$ cat src/rtl/lsu_arbiter.sv
// Two-port round-robin arbiter in front of a single LSU/data-memory port.
// One transaction is in flight at a time; load data returns MEM_LAT cycles after o_mem_req.
`timescale 1ns/1ps

module lsu_arbiter #(
  parameter int MEM_LAT = 1
) (
  input  logic        i_clk,
  input  logic        i_rst_n,

  input  logic        i_m0_req,
  input  logic        i_m0_wren,
  input  logic [31:0] i_m0_addr,
  input  logic [31:0] i_m0_wdata,
  output logic        o_m0_gnt,
  output logic        o_m0_done,
  output logic [31:0] o_m0_rdata,

  input  logic        i_m1_req,
  input  logic        i_m1_wren,
  input  logic [31:0] i_m1_addr,
  input  logic [31:0] i_m1_wdata,
  output logic        o_m1_gnt,
  output logic        o_m1_done,
  output logic [31:0] o_m1_rdata,

  output logic        o_mem_req,
  output logic        o_mem_wren,
  output logic [31:0] o_mem_addr,
  output logic [31:0] o_mem_wdata,
  input  logic [31:0] i_mem_rdata
);

  typedef enum logic [1:0] {
    IDLE,
    ISSUE,
    WAIT
  } state_e;

  localparam logic [2:0] LAT_M1 = 3'(MEM_LAT - 1);

  state_e      state_q, state_d;
  logic [2:0]  cnt_q,   cnt_d;
  logic        ptr_q,   ptr_d;    // 1: port 1 wins a tie
  logic        owner_q, owner_d;
  logic        wren_q,  wren_d;
  logic [31:0] addr_q,  addr_d;
  logic [31:0] wdata_q, wdata_d;
  logic        done0_q, done0_d;
  logic        done1_q, done1_d;
  logic [31:0] rdata0_q, rdata0_d;
  logic [31:0] rdata1_q, rdata1_d;
  logic        gnt0, gnt1;

  always_comb begin
    // NOTE: every signal written here gets a default first, so no path leaves one unassigned and no latch is inferred.
    state_d  = state_q;
    cnt_d    = cnt_q;
    ptr_d    = ptr_q;
    owner_d  = owner_q;
    wren_d   = wren_q;
    addr_d   = addr_q;
    wdata_d  = wdata_q;
    done0_d  = 1'b0;
    done1_d  = 1'b0;
    rdata0_d = rdata0_q;
    rdata1_d = rdata1_q;
    gnt0     = 1'b0;
    gnt1     = 1'b0;

    case (state_q)
      IDLE: begin
        if (i_m0_req && (!i_m1_req || !ptr_q)) begin
          gnt0    = 1'b1;
          owner_d = 1'b0;
          wren_d  = i_m0_wren;
          addr_d  = i_m0_addr;
          wdata_d = i_m0_wdata;
          ptr_d   = 1'b1;
          state_d = ISSUE;
        end else if (i_m1_req) begin
          gnt1    = 1'b1;
          owner_d = 1'b1;
          wren_d  = i_m1_wren;
          addr_d  = i_m1_addr;
          wdata_d = i_m1_wdata;
          ptr_d   = 1'b0;
          state_d = ISSUE;
        end
      end

      ISSUE: begin
        if (wren_q) begin
          done0_d = !owner_q;
          done1_d = owner_q;
          state_d = IDLE;
        end else begin
          cnt_d   = LAT_M1;
          state_d = WAIT;
        end
      end

      WAIT: begin
        if (cnt_q == 3'd0) begin
          done0_d = !owner_q;
          done1_d = owner_q;
          if (owner_q) rdata1_d = i_mem_rdata;
          else         rdata0_d = i_mem_rdata;
          state_d = IDLE;
        end else begin
          cnt_d = cnt_q - 3'd1;
        end
      end

      default: state_d = IDLE;
    endcase
  end

  // NOTE: state registers use non-blocking assignments so every flop samples pre-edge values.
  always_ff @(posedge i_clk or negedge i_rst_n) begin
    if (!i_rst_n) begin
      state_q  <= IDLE;
      cnt_q    <= 3'd0;
      ptr_q    <= 1'b0;
      owner_q  <= 1'b0;
      wren_q   <= 1'b0;
      addr_q   <= 32'd0;
      wdata_q  <= 32'd0;
      done0_q  <= 1'b0;
      done1_q  <= 1'b0;
      rdata0_q <= 32'd0;
      rdata1_q <= 32'd0;
    end else begin
      state_q  <= state_d;
      cnt_q    <= cnt_d;
      ptr_q    <= ptr_d;
      owner_q  <= owner_d;
      wren_q   <= wren_d;
      addr_q   <= addr_d;
      wdata_q  <= wdata_d;
      done0_q  <= done0_d;
      done1_q  <= done1_d;
      rdata0_q <= rdata0_d;
      rdata1_q <= rdata1_d;
    end
  end

  // Grants are combinational, so they are masked while reset is held.
  assign o_m0_gnt    = gnt0 & i_rst_n;
  assign o_m1_gnt    = gnt1 & i_rst_n;
  assign o_m0_done   = done0_q;
  assign o_m1_done   = done1_q;
  assign o_m0_rdata  = rdata0_q;
  assign o_m1_rdata  = rdata1_q;

  assign o_mem_req   = (state_q == ISSUE);
  assign o_mem_wren  = o_mem_req & wren_q;
  assign o_mem_addr  = addr_q;
  assign o_mem_wdata = wdata_q;

endmodule
$ cat config.mk
export PLATFORM = sky130hd
export DESIGN_NAME = lsu_arbiter
export DESIGN_NICKNAME = d
export VERILOG_FILES = /design/src/rtl/lsu_arbiter.sv
export SDC_FILE = /design/constraint.sdc
export NUM_CORES = 1
export LEC_CHECK = 0
export CORE_AREA = 2 2 119 121
export DETAILED_ROUTE_END_ITERATION = 16
export DIE_AREA = 0 0 121 123
export DONT_BUFFER_PORTS = 1
export PLACE_DENSITY = 0.65
export SETUP_SLACK_MARGIN = 0.5
export SLEW_MARGIN = 20
export SYNTH_ARGS = -nofsm -noshare
export SYNTH_HDL_FRONTEND = slang
export SYNTH_SLANG_ARGS = --single-unit
$ cat constraint.sdc
create_clock -name i_clk -period 2.3 [get_ports i_clk]
set_input_delay 0.345 -clock i_clk [delete_from_list [all_inputs] [get_ports i_clk]]
set_output_delay 0.345 -clock i_clk [all_outputs]
set_load 0.005 [all_outputs]
==> summary.txt <==
Outcome
  – Outcome: finished with violations
  – Failing checks: negative hold slack

Placement
  – RD Place Congestion: 0.764
  – IO Port Bufs: 0
  – Dpl hpwl: 9890 µm

Die
  – Die Span X: 121 µm
  – # IOs: 300
  – Die span in y: 123 µm
  – # rows: 43
  – Core area: 13600 µm²
  – Die area: 14900 µm²
  – Initial cell density of the core: 42.4%

Drt
  – Routed via count: 4030
  – Number of routed nets with antenna violations: 0
  – Initial DRC Count: 235
  – Number of remaining DRC errors: 0
  – Via/cell ratio: 5.49
  – WL final: 14600 µm
  – First drt pass iteration count: 4
  – Avg WL per Cell: 19.9 µm

GRT
  – Largest net degree at the start of global routing: 141
  – Global-route wire length before repair: 21200 µm
  – GRT Total Usage: 18.5%
  – Grt total ovfl: 0
  – Initial antenna violation count: 0
  – Vias in the first global route: 4083

STA
  – Final slew viol count: 0
  – WHS: -369 ps
  – Worst-Margin Slew: 568 ps
  – Setup Skew: 5.49 ps
  – RSZ-0062 raised after global routing: yes
  – Headroom to the max-slew limit: 62.0%
  – Fin crit period: 1740 ps
  – FMAX: 574 MHz
  – Setup violators final: 0
  – Final worst-path cycle share: 75.7%
  – Final hold violation count: 138
  – TNS Setup: 0 ps

Synth
  – Cell count after synthesis: 541
  – Ys Warns: 0
  – Synth Net Count: 712
  – Seq cells post-synth: 138
  – Post-synthesis sequential area ratio: 59.8%
  – Mapped cell area: 5780 µm²
  – Synth unique cells: 29
  – Avg Cell Area, Syn: 10.7 µm²

Cells and area
  – Share of cells above drive strength 1: 18.2%
  – Final #Nets: 712
  – # diodes: 0
  – Syn-to-layout area delta: 16.1%

Critical path
  – CP Class: flip-flop to flip-flop
  – Max FO, Critical Path: 8
  – Worst reg-to-reg path cell count: 7
  – CP endpoint kind: flip-flop
  – WP data arrival: 2030 ps
  – Required time at the worst-slack endpoint: 2590 ps
  – Worst R2R Start: cnt_q[0]$_DFFE_PN0P_
  – CP startpoint kind: flip-flop
  – Register-to-register setup slack: 560 ps
  – R2R Path End: o_m0_rdata[22]$_DFFE_PN0P_

Clock network
  – CTS buffer count: 17
  – Root Buffer: clkbuf_16
  – CTS Buffer Depth: 2
  – Reg clk slew, reported paths: 60 ps
  – Htree depth: 4
  – Clk_lat worst skew: 410 ps
  – TritonCTS clock tree: done
  – # clock sinks: 138

Flow run
  – # Max-Cap Violations: 0

Pwr
  – Pleak: 2.92 nW
  – Power Total: 0.0104 W
  – Peak supply drop: 574 µV
  – Power per cell area: 1550 nW/µm²

Hold path
  – Min-Delay Path Class: input pin to asynchronous set/reset pin
[Yosys cell counts]
| library cell | instances | area, µm² |
|---|---|---|
| nand2b_1 | 1 | 6.26 |
| nor2b_1 | 3 | 18.8 |
| nor3b_1 | 1 | 7.51 |
| a22oi_1 | 1 | 7.51 |
| nor2_1 | 68 | 255 |
| o21ai_0 | 3 | 15.0 |
| o21ai_1 | 1 | 5.00 |
| o21a_1 | 1 | 7.51 |
| a21boi_2 | 1 | 11.3 |
| buf_2 | 28 | 140 |
| a21oi_1 | 131 | 656 |
| mux2_2 | 43 | 484 |
| inv_1 | 6 | 22.5 |
| mux2i_1 | 1 | 10.0 |
| buf_4 | 3 | 22.5 |
| nand3b_1 | 1 | 7.51 |
| clkbuf_1 | 3 | 11.3 |
| a21boi_0 | 1 | 7.51 |
| nand3_1 | 1 | 5.00 |
| and3_1 | 1 | 6.26 |
| a21bo_2 | 1 | 10.0 |
| o22ai_1 | 2 | 12.5 |
| mux2_1 | 21 | 236 |
| o211ai_1 | 1 | 7.51 |
| and2_1 | 2 | 12.5 |
| ha_1 | 5 | 62.6 |
| dfrtp_1 | 138 | 3450 |
| nand2_2 | 2 | 12.5 |
| nand2_1 | 70 | 263 |
[stage by stage]
| step | worst slack [ps] | hold slack, ps | cell area, µm² | util (%) | instances |
|---|---|---|---|---|---|
| finish | 559 | -369 | 6710 | 49.3 | 734 |
| global route | 483 | -395 | 6710 | 49.3 | 734 |
| CTS | 502 | -397 | 6610 | 48.5 | 730 |
| detailed placement | 510 | 52.6 | 5960 | 43.8 | 694 |
| global placement | 567 | 52.2 | 5960 | 43.8 | 694 |
| floorplan | 600 | 49.4 | 5780 | - | 541 |
[area by class of cell]
| type | count | area, µm² |
|---|---|---|
| sequential | 138 | 3450 |
| timing repair buffer | 15 | 231 |
| inverter | 6 | 22.5 |
| fill | 1231 | 6910 |
| tap | 180 | 225 |
| multi-input combinational | 363 | 2180 |
| clock buffer | 18 | 439 |
| clock inverter | 14 | 158 |
[routing by layer]
layer | share of wire (%) | track usage, %
met5 | 0 | 0
met4 | 2.0 | 8.28
met3 | 12 | 8.30
met2 | 48 | 28.7
met1 | 38 | 22.2
[worst max path at each step]
stage	startpoint	endpoint	slack [ps]	depth (start not counted)
finish	cnt_q[0]$_DFFE_PN0P_	o_m0_rdata[22]$_DFFE_PN0P_	560	7
global route	cnt_q[0]$_DFFE_PN0P_	o_m0_rdata[22]$_DFFE_PN0P_	480	7
CTS	cnt_q[0]$_DFFE_PN0P_	o_m0_rdata[20]$_DFFE_PN0P_	500	7
detailed placement	cnt_q[0]$_DFFE_PN0P_	o_m0_rdata[20]$_DFFE_PN0P_	510	7
global placement	cnt_q[0]$_DFFE_PN0P_	o_m0_rdata[20]$_DFFE_PN0P_	570	7
floorplan	cnt_q[0]$_DFFE_PN0P_	o_m0_rdata[21]$_DFFE_PN0P_	600	7
[cell usage in the layout, fill, tap and decap left out, types with 3 or more instances in the layout]
| cell type | netlist | routed |
|---|---|---|
| inv_6 | 0 | 6 |
| inv_1 | 6 | 4 |
| a21oi_1 | 131 | 131 |
| o21ai_0 | 3 | 3 |
| clkbuf_16 | 0 | 20 |
| nor2b_1 | 3 | 3 |
| mux2_2 | 43 | 43 |
| buf_12 | 0 | 5 |
| buf_4 | 3 | 6 |
| mux2_1 | 21 | 21 |
| ha_1 | 5 | 4 |
| nor2_1 | 68 | 68 |
| nand2_1 | 70 | 70 |
| dfrtp_1 | 138 | 138 |
[kinds of logic after synthesis]
group	Yosys count	share of synthesized area (%)
adders and majority gates	5	1.08
and+or+nand+nor	150	10.3
muxes	65	12.6
AOI/OAI and AO/OA	143	12.8
DFF	138	59.8
buffers and inverters	40	3.40
[state kept, by name, summed over array words and instances (netlist names)]
name         count
o_mem_addr      32
ptr_q            1
state_q          2
o_m1_done        1
o_m0_done        1
wren_q           1
cnt_q            3
o_m0_rdata      32
o_m1_rdata      32
owner_q          1
o_mem_wdata     32
[power breakdown]
group          switching, W  internal (W)  total (W)
Clock               0.00108       0.00165    0.00273
Sequential          0.00104       0.00367    0.00471
Combinational       0.00157       0.00139    0.00296
[repair_timing]
action | 4_1_cts | 5_1_grt
endpoints found under the setup margin | 2 | 65
buffers inserted | 4 | 0
gates cloned | 0 | 4
resized for setup | 5 | 4
pin swaps | 3 | 2
endpoints found under the hold margin | 138 | 138
[critical path: stages (launching register included)]
cell	delay, ps
dfrtp_1	320
inv_1	60
ha_1	190
ha_1	200
and2_4	190
nand2_4	130
buf_6	180
mux2_2	350
No activity file was read; power rests on OpenSTA's default activity.
